--- src/rtl/hazard_stall_ctrl_if.sv ---
// ---------------------------------------------------------------------------
// hazard_stall_ctrl_if
// Groups the decode-stage hazard signals exchanged between the pipeline
// datapath (master) and the sequencing controller (slave).
//
//   master drives : rs1_IF_ID, rs2_IF_ID, useRs2_IF_ID, memRead_ID_EX,
//                   regWrite_ID_EX, writeAddress_ID_EX, branchTaken_EX,
//                   mulIssue_ID, mulDone
//   slave drives  : pcWrite, ifIdWrite, ifIdFlush, idExBubble, mulStart,
//                   busy, mulError, stallCycles[15:0]
// ---------------------------------------------------------------------------
interface hazard_stall_ctrl_if #(
    parameter int REG_ADDR_W = 3
);
    logic [REG_ADDR_W-1:0] rs1_IF_ID;
    logic [REG_ADDR_W-1:0] rs2_IF_ID;
    logic                  useRs2_IF_ID;
    logic                  memRead_ID_EX;
    logic                  regWrite_ID_EX;
    logic [REG_ADDR_W-1:0] writeAddress_ID_EX;
    logic                  branchTaken_EX;
    logic                  mulIssue_ID;
    logic                  mulDone;

    logic                  pcWrite;
    logic                  ifIdWrite;
    logic                  ifIdFlush;
    logic                  idExBubble;
    logic                  mulStart;
    logic                  busy;
    logic                  mulError;
    logic [15:0]           stallCycles;

    modport master (
        output rs1_IF_ID, rs2_IF_ID, useRs2_IF_ID, memRead_ID_EX,
               regWrite_ID_EX, writeAddress_ID_EX, branchTaken_EX,
               mulIssue_ID, mulDone,
        input  pcWrite, ifIdWrite, ifIdFlush, idExBubble, mulStart,
               busy, mulError, stallCycles
    );

    modport slave (
        input  rs1_IF_ID, rs2_IF_ID, useRs2_IF_ID, memRead_ID_EX,
               regWrite_ID_EX, writeAddress_ID_EX, branchTaken_EX,
               mulIssue_ID, mulDone,
        output pcWrite, ifIdWrite, ifIdFlush, idExBubble, mulStart,
               busy, mulError, stallCycles
    );
endinterface

--- src/rtl/hazard_stall_ctrl.sv ---
// ---------------------------------------------------------------------------
// hazard_stall_ctrl
// Decode-stage sequencing controller: load-use stalls, taken-branch flushes
// and stalls while the multi-cycle multiplier works on the ID instruction.
//
// Ports:
//   clk    - rising-edge clock
//   reset  - synchronous, active-high; forces all outputs to defaults
//   bus    - hazard_stall_ctrl_if.slave (hazard inputs, pipeline controls)
//
// Optional build macro: HAZARD_PERF_EN enables the saturating stall-cycle
// counter on bus.stallCycles; without it the output is tied to zero.
// ---------------------------------------------------------------------------
module hazard_stall_ctrl #(
    parameter int REG_ADDR_W   = 3,
    parameter int FLUSH_CYCLES = 1,
    parameter int MUL_TIMEOUT  = 32
) (
    input  logic                clk,
    input  logic                reset,
    hazard_stall_ctrl_if.slave  bus
);
    typedef enum logic [1:0] {RUN, FLUSH, MUL_WAIT} state_e;

    localparam logic [1:0] FLUSH_INIT = 2'(FLUSH_CYCLES - 1);
    localparam logic [7:0] WAIT_LAST  = 8'(MUL_TIMEOUT - 1);

    state_e     state_q, state_d;
    logic [1:0] flushCnt_q, flushCnt_d;
    logic [7:0] waitCnt_q, waitCnt_d;
    logic       mulError_q, mulError_d;

    logic pcWrite, ifIdWrite, ifIdFlush, idExBubble, mulStart;
    logic loadUse;

    // Register 0 never creates a hazard; a nonzero destination match implies
    // the source is nonzero too.
    assign loadUse = bus.memRead_ID_EX && bus.regWrite_ID_EX &&
                     (bus.writeAddress_ID_EX != '0) &&
                     ((bus.rs1_IF_ID == bus.writeAddress_ID_EX) ||
                      (bus.useRs2_IF_ID && (bus.rs2_IF_ID == bus.writeAddress_ID_EX)));

    always_ff @(posedge clk) begin
        if (reset) begin
            state_q    <= RUN;
            flushCnt_q <= '0;
            waitCnt_q  <= '0;
            mulError_q <= 1'b0;
        end else begin
            state_q    <= state_d;
            flushCnt_q <= flushCnt_d;
            waitCnt_q  <= waitCnt_d;
            mulError_q <= mulError_d;
        end
    end

    always_comb begin
        state_d    = state_q;
        flushCnt_d = flushCnt_q;
        waitCnt_d  = waitCnt_q;
        mulError_d = mulError_q;
        pcWrite    = 1'b1;
        ifIdWrite  = 1'b1;
        ifIdFlush  = 1'b0;
        idExBubble = 1'b0;
        mulStart   = 1'b0;

        unique case (state_q)
            RUN: begin
                // Branch wins: any load-use in ID is flushed with it.
                if (bus.branchTaken_EX) begin
                    ifIdFlush  = 1'b1;
                    idExBubble = 1'b1;
                    if (FLUSH_CYCLES > 1) begin
                        state_d    = FLUSH;
                        flushCnt_d = FLUSH_INIT;
                    end
                end else if (loadUse) begin
                    // Single-cycle stall: the bubble in EX clears the hazard.
                    pcWrite    = 1'b0;
                    ifIdWrite  = 1'b0;
                    idExBubble = 1'b1;
                end else if (bus.mulIssue_ID) begin
                    mulStart   = 1'b1;
                    pcWrite    = 1'b0;
                    ifIdWrite  = 1'b0;
                    idExBubble = 1'b1;
                    state_d    = MUL_WAIT;
                    waitCnt_d  = '0;
                end
            end
            FLUSH: begin
                ifIdFlush  = 1'b1;
                idExBubble = 1'b1;
                flushCnt_d = flushCnt_q - 2'd1;
                if (flushCnt_q == 2'd1) state_d = RUN;
            end
            MUL_WAIT: begin
                waitCnt_d = waitCnt_q + 8'd1;
                if (bus.mulDone) begin
                    state_d = RUN;
                end else if (waitCnt_q == WAIT_LAST) begin
                    // Release exactly as on completion, but flag the error.
                    mulError_d = 1'b1;
                    state_d    = RUN;
                end else begin
                    pcWrite    = 1'b0;
                    ifIdWrite  = 1'b0;
                    idExBubble = 1'b1;
                end
            end
            default: state_d = RUN;
        endcase

        if (reset) begin
            pcWrite    = 1'b1;
            ifIdWrite  = 1'b1;
            ifIdFlush  = 1'b0;
            idExBubble = 1'b0;
            mulStart   = 1'b0;
        end
    end

    assign bus.pcWrite    = pcWrite;
    assign bus.ifIdWrite  = ifIdWrite;
    assign bus.ifIdFlush  = ifIdFlush;
    assign bus.idExBubble = idExBubble;
    assign bus.mulStart   = mulStart;
    assign bus.busy       = !reset && (state_q != RUN);
    assign bus.mulError   = !reset && mulError_q;

`ifdef HAZARD_PERF_EN
    logic [15:0] stallCycles_q;

    // pcWrite is already forced high during reset, so reset cycles never count.
    always_ff @(posedge clk) begin
        if (reset)
            stallCycles_q <= '0;
        else if (!pcWrite && (stallCycles_q != 16'hFFFF))
            stallCycles_q <= stallCycles_q + 16'd1;
    end

    assign bus.stallCycles = reset ? 16'd0 : stallCycles_q;
`else
    assign bus.stallCycles = 16'd0;
`endif

endmodule

--- src/flat_wrapper.sv ---
// flat-port wrapper written by rule: the top's interface ports become plain ports
module hazard_stall_ctrl_flat 
#(
    parameter int REG_ADDR_W   = 3,
    parameter int FLUSH_CYCLES = 1,
    parameter int MUL_TIMEOUT  = 32
)
  (clk, reset, bus_rs1_IF_ID, bus_rs2_IF_ID, bus_useRs2_IF_ID, bus_memRead_ID_EX, bus_regWrite_ID_EX, bus_writeAddress_ID_EX, bus_branchTaken_EX, bus_mulIssue_ID, bus_mulDone, bus_pcWrite, bus_ifIdWrite, bus_ifIdFlush, bus_idExBubble, bus_mulStart, bus_busy, bus_mulError, bus_stallCycles);
  hazard_stall_ctrl_if #(.REG_ADDR_W(REG_ADDR_W)) bus_i ();
  input  logic clk;
  input  logic reset;
  input wire logic [$bits(bus_i.rs1_IF_ID)-1:0] bus_rs1_IF_ID;
  input wire logic [$bits(bus_i.rs2_IF_ID)-1:0] bus_rs2_IF_ID;
  input wire logic [$bits(bus_i.useRs2_IF_ID)-1:0] bus_useRs2_IF_ID;
  input wire logic [$bits(bus_i.memRead_ID_EX)-1:0] bus_memRead_ID_EX;
  input wire logic [$bits(bus_i.regWrite_ID_EX)-1:0] bus_regWrite_ID_EX;
  input wire logic [$bits(bus_i.writeAddress_ID_EX)-1:0] bus_writeAddress_ID_EX;
  input wire logic [$bits(bus_i.branchTaken_EX)-1:0] bus_branchTaken_EX;
  input wire logic [$bits(bus_i.mulIssue_ID)-1:0] bus_mulIssue_ID;
  input wire logic [$bits(bus_i.mulDone)-1:0] bus_mulDone;
  output wire logic [$bits(bus_i.pcWrite)-1:0] bus_pcWrite;
  output wire logic [$bits(bus_i.ifIdWrite)-1:0] bus_ifIdWrite;
  output wire logic [$bits(bus_i.ifIdFlush)-1:0] bus_ifIdFlush;
  output wire logic [$bits(bus_i.idExBubble)-1:0] bus_idExBubble;
  output wire logic [$bits(bus_i.mulStart)-1:0] bus_mulStart;
  output wire logic [$bits(bus_i.busy)-1:0] bus_busy;
  output wire logic [$bits(bus_i.mulError)-1:0] bus_mulError;
  output wire logic [$bits(bus_i.stallCycles)-1:0] bus_stallCycles;
  assign bus_i.rs1_IF_ID = bus_rs1_IF_ID;
  assign bus_i.rs2_IF_ID = bus_rs2_IF_ID;
  assign bus_i.useRs2_IF_ID = bus_useRs2_IF_ID;
  assign bus_i.memRead_ID_EX = bus_memRead_ID_EX;
  assign bus_i.regWrite_ID_EX = bus_regWrite_ID_EX;
  assign bus_i.writeAddress_ID_EX = bus_writeAddress_ID_EX;
  assign bus_i.branchTaken_EX = bus_branchTaken_EX;
  assign bus_i.mulIssue_ID = bus_mulIssue_ID;
  assign bus_i.mulDone = bus_mulDone;
  assign bus_pcWrite = bus_i.pcWrite;
  assign bus_ifIdWrite = bus_i.ifIdWrite;
  assign bus_ifIdFlush = bus_i.ifIdFlush;
  assign bus_idExBubble = bus_i.idExBubble;
  assign bus_mulStart = bus_i.mulStart;
  assign bus_busy = bus_i.busy;
  assign bus_mulError = bus_i.mulError;
  assign bus_stallCycles = bus_i.stallCycles;
  hazard_stall_ctrl #(.REG_ADDR_W(REG_ADDR_W), .FLUSH_CYCLES(FLUSH_CYCLES), .MUL_TIMEOUT(MUL_TIMEOUT)) u_core (.clk(clk), .reset(reset), .bus(bus_i));
endmodule
--- config.mk ---
export PLATFORM = sky130hd
export DESIGN_NAME = hazard_stall_ctrl_flat
export DESIGN_NICKNAME = d
export VERILOG_FILES = /design/src/rtl/hazard_stall_ctrl_if.sv /design/src/rtl/hazard_stall_ctrl.sv /design/src/flat_wrapper.sv
export SDC_FILE = /design/constraint.sdc
export NUM_CORES = 1
export LEC_CHECK = 0
export CAP_MARGIN = 20
export CORE_ASPECT_RATIO = 0.8
export CORE_MARGIN = 2
export CORE_UTILIZATION = 40
export DETAILED_ROUTE_END_ITERATION = 8
export GPL_ROUTABILITY_DRIVEN = 0
export PLACE_DENSITY = 0.8
export SYNTH_ARGS = -nofsm -noshare
export SYNTH_HDL_FRONTEND = slang
export SYNTH_SLANG_ARGS = --single-unit
--- constraint.sdc ---
create_clock -name clk -period 4.6 [get_ports clk]
set_input_delay 1.38 -clock clk [delete_from_list [all_inputs] [get_ports clk]]
set_output_delay 1.38 -clock clk [all_outputs]
set_load 0.1 [all_outputs]
**Word level (Yosys, flattened, before mapping)**

Index checks and enable logic that the tools add are counted.

- Output and inout port bits: 23
- Register bits: 13
- Bits of input ports: 17

- Bitwise gates (word level): 1
- Equality and inequality tests: 11
- Reduce and logical (&&, ||, !) cells: 15
- Muxes and demuxes: 32
- Add/subtract/negate cells: 2

Operator list:

| kind | number |
|---|---|
| $mux 8 | 3 |
| $mux 1 | 18 |
| $pmux 8 s2 | 1 |
| $mux 2 | 6 |
| $add 8x1->8 const B | 1 |
| $eq 8x5->1 const B | 1 |
| $eq 3x3->1 | 2 |
| $logic_and 1x1->1 | 6 |
| $ne 2x2->1 const B | 3 |
| $pmux 2 s3 | 1 |
| $reduce_and 5->1 | 1 |
| $eq 2x1->1 const B | 2 |
| $pmux 1 s2 | 2 |
| $reduce_and 4->1 | 1 |
| $reduce_bool 2->1 | 2 |
| $ne 3x2->1 const B | 1 |
| $pmux 1 s3 | 1 |
| $reduce_and 3->1 | 1 |
| $reduce_bool 3->1 | 1 |
| $eq 2x2->1 const B | 1 |
| $logic_not 2->1 | 1 |
| $ne 2x1->1 const B | 1 |
| $sub 2x1->2 const B | 1 |
| $logic_not 1->1 | 1 |
| 2 further kinds | 2 |

**Longest topological paths before layout**

- Depth after elaboration: 8
- Mapped depth: 6

**Worst setup path after synthesis**

Ideal clock, no wire load.

- Path type: input port to output port
- From: input port bus_writeAddress_ID_EX[0]
- To: output port bus_pcWrite
- Path buffers: 1
- Setup slack: -2.872 ns
- Arrival: 6.092 ns
- Stages on the path: 4
- Required time: 3.220 ns
- Cell sequence: o311ai_1 > a21oi_2 > o311ai_0 > buf_4

- Word-level cells in the longest chain between the ends: 8

Ends and longest elaborated chain:

| what | RTL line | source |
|---|---|---|
| start, declared | flat_wrapper.sv:17 | `input wire logic [$bits(bus_i.writeAddress_ID_EX)-1:0] bus_writeAddress_ID_EX;` |
| $eq 3x3->1 | hazard_stall_ctrl.sv:41 | `(bus.useRs2_IF_ID && (bus.rs2_IF_ID == bus.writeAddress_ID_EX)));` |
| $logic_and 1x1->1 | hazard_stall_ctrl.sv:41 |  |
| $logic_or 1x1->1 | hazard_stall_ctrl.sv:40 | `((bus.rs1_IF_ID == bus.writeAddress_ID_EX) \|\|` |
| $logic_and 1x1->1 * | hazard_stall_ctrl.sv:39 | `(bus.writeAddress_ID_EX != '0) &&` |
| $mux 1 * (2 in series) | -- |  |
| $pmux 1 s2 * | -- |  |
| $mux 1 * | -- |  |
| end, declared | flat_wrapper.sv:21 | `output wire logic [$bits(bus_i.pcWrite)-1:0] bus_pcWrite;` |

Mark *: on every way between the ends. The rest lies on a longest branch, timed or not.

**Worst setup path after layout**

- From: input port bus_writeAddress_ID_EX[1]
- To: output port bus_idExBubble

- Word-level cells in the longest chain between the ends: 8

Ends and longest elaborated chain:

| what | RTL line | source |
|---|---|---|
| $eq 3x3->1 | hazard_stall_ctrl.sv:41 |  |
| $logic_and 1x1->1 | hazard_stall_ctrl.sv:41 |  |
| $logic_or 1x1->1 | hazard_stall_ctrl.sv:40 |  |
| $logic_and 1x1->1 * | hazard_stall_ctrl.sv:39 |  |
| $mux 1 * | hazard_stall_ctrl.sv:78 | `end else if (loadUse) begin` |
| $mux 1 * | hazard_stall_ctrl.sv:71 | `if (bus.branchTaken_EX) begin` |
| $pmux 1 s3 * | hazard_stall_ctrl.sv:68 | `unique case (state_q)` |
| $mux 1 * | hazard_stall_ctrl.sv:115 | `if (reset) begin` |
| end, declared | flat_wrapper.sv:24 | `output wire logic [$bits(bus_i.idExBubble)-1:0] bus_idExBubble;` |

Marks and branches as above.

==> impl_metrics.json <==
{
  "drc_errors": 0,
  "drive_gt1_share_pct": 17.3,
  "cts_tree": "yes",
  "antenna_found_initial": 0,
  "final.period_utilization_pct": 94.5,
  "critPathSlowestCell": "clkdlybuf4s50_1",
  "synth-edff-count": 0,
  "maxSlewHeadroom_pct": 57.5,
  "first_global_vias": 630,
  "synth_cells": 85,
  "syn_area_um2": 733,
  "fin_nets": 129,
  "max_freq_mhz": 230,
  "drt-initial-drc-count": 9,
  "n_antenna_cell": 0,
  "crit_chain": "clkdlybuf4s50_1 -> xnor2_1 -> nand4_1 -> a21oi_2 -> o41a_1 -> buf_12",
  "area_delta_synth_final_pct": 45.2,
  "path_class": "in2out",
  "drtPass1Iterations": 4,
  "clk_latency_ps": 270,
  "cts_buffer_depth": 2,
  "drtAntennaViolNets": 0,
  "async_reset_ff_share_pct": 0,
  "cts_setup_buffers": 0,
  "whs_ps": 510,
  "cp-end-kind": "primary output",
  "grt.total_usage_pct": 17.0,
  "die_w_um": 51.9,
  "hold_viol": 0,
  "synth_top_area_share_pct": 27.3,
  "num_vias": 656,
  "drv_slew": 0,
  "fin_skew_ps": 1.19,
  "critPathLaunchType": "primary input",
  "pre_cts_ws_ps": 245,
  "cts_hold_buf": 0,
  "clockPowerShare_pct": 25.7,
  "post_cts_resized": 0,
  "p_sw_uw": 139,
  "via_per_inst": 4.97,
  "leakage_uw": 0.000427,
  "path_max_fanout": 4,
  "critPathTopFamily": "buffers and inverters",
  "synth_largest_area_cell": "dfxtp_1",
  "die_h_um": 42.3,
  "synth_seq_cells": 10,
  "cts.sinks": 10,
  "initial_core_util_pct": 43.8,
  "layout_min_cycle_time_ps": 4350,
  "p_per_area_nw_per_um2": 291,
  "nFillCells": 133,
  "layout_setup_ws_ps": 253,
  "peakVddDrop_v": 0.000205,
  "hpwl_um": 1310,
  "htree_levels": 1,
  "cp.required_ps": 3220,
  "grt_overflow": 0,
  "routed_wl_um": 1660,
  "port_buffers": 23,
  "synth_area_per_cell_um2": 8.63,
  "fin_tns_setup_ps": 0,
  "tightest_slew_ps": 636,
  "placementRows": 13,
  "synth.distinct_cells": 33,
  "dieArea_um2": 2190,
  "slowest_delay_ps": 540,
  "combinationalPowerShare_pct": 44.4,
  "grt_max_degree": 14,
  "numCtsBuffers": 3,
  "synthTopCellsByArea": "dfxtp_1 (27%), buf_4 (17%), xnor2_1 (8.4%)",
  "core_area_um2": 1680,
  "fin_util_pct": 63.6,
  "p_sw_share_pct": 44.7,
  "clkSlewWorstSetupHoldPaths_ps": 70,
  "setup_viol": 0,
  "fin_total_pwr_uw": 310,
  "cp_num_buf_inv": 2,
  "ys_warn_count": 0,
  "grt_setup_unrepaired": "no",
  "grt_pass1_wl_um": 2770,
  "synthTopCellsByCount": "buf_4 (17), dfxtp_1 (10), nor2_1 (7), xnor2_1 (7)",
  "status": "complete, no violations",
  "synth.most_common_cell": "buf_4",
  "min_path_type": "reg2reg",
  "pin_count": 40,
  "seq_area_frac_synth_pct": 27.3,
  "cts_root_buf": "clkbuf_4",
  "internal_power_uw": 171,
  "seqPwrFrac_pct": 29.9,
  "maxCapViolations": 0,
  "ys.flop_type": "dfxtp_1",
  "wl_per_cell_um": 12.6,
  "arrival_ps": 2970
}
[state kept, by name (all words and copies together) (netlist names)]
| register | cells |
|---|---|
| u_core.waitCnt_q | 8 |
| u_core.state_q | 1 |
| u_core.mulError_q | 1 |
[routing by layer]
metal / part of all wire [%] / vias up / global-route usage, %
met5: 0 / - / 0
met4: 1.4 / 0 / 6.84
met3: 8.0 / 4 / 8.21
met2: 48 / 32 / 26.8
met1: 43 / 298 / 19.3
li1: - / 322 / -
[logic make-up (layout without fill, tap and decap cells)]
group / after synthesis / after routing / share of synthesized area, %
AND/OR/NAND/NOR: 25 / 25 / 18.4
adder cells (fa/ha/maj): 1 / 1 / 1.71
other: 1 / 16 / 0.511
AO/OA/AOI/OAI: 14 / 14 / 18.3
flip-flops: 10 / 10 / 27.3
XOR/XNOR: 11 / 11 / 13.1
buffers and inverters: 23 / 33 / 20.6
[per-stage QoR]
stage,instance area [um2],cells
final,1060,132
after global routing,1060,132
after CTS,1060,132
after detailed placement,1030,128
after global placement,1030,128
after floorplan,822,100
[layout by cell type (no fill, tap or decap), types with 2 or more instances in the layout]
| cell type | count |
|---|---|
| and3_1 | 2 |
| clkbuf_4 | 3 |
| nand2_1 | 2 |
| clkdlybuf4s50_1 | 16 |
| nor2_1 | 7 |
| o21a_1 | 2 |
| buf_4 | 2 |
| inv_1 | 4 |
| xor2_1 | 4 |
| buf_12 | 7 |
| xnor2_1 | 7 |
| nand3_1 | 3 |
| dfxtp_1 | 10 |
| conb_1 | 16 |
| nand4_1 | 4 |
[worst reg2reg max path: stages (launching register included)]
cell and delay (ps):
dfxtp_1 410, ha_1 270, nor4b_1 330, a21oi_1 120, o21a_1 250, o21a_1 130
[final timing paths]
check	slack, ps	start	to	cells after the start
max	250	bus_writeAddress_ID_EX[1]	bus_idExBubble	6
min	510	u_core.waitCnt_q[4]	u_core.waitCnt_q[4]	2
max reg2reg	2990	u_core.waitCnt_q[0]	u_core.state_q[1]	5
min reg2reg	510	u_core.waitCnt_q[4]	u_core.waitCnt_q[4]	2
[cell type report]
cell class | instances | area (um2) | area share (%)
clock buffer | 4 | 36.3 | 3.41
inverter | 4 | 15.0 | 1.41
multi-input combinational | 67 | 470 | 44.2
sequential | 10 | 200 | 18.8
tap | 22 | 27.5 | 2.59
timing repair buffer | 25 | 315 | 29.6
[power groups by stage]
| stage | logic, uW | clock network [uW] | registers (uW) |
|---|---|---|---|
| finish | 138 | 79.8 | 92.7 |
| global route | 143 | 86.6 | 93.0 |
| CTS | 138 | 81.9 | 92.6 |
| detailed placement | 137 | 0 | 94.7 |
| global placement | 136 | 0 | 94.3 |
| floorplan | 116 | 0 | 91.6 |
No activity file was read; power rests on OpenSTA's default activity.
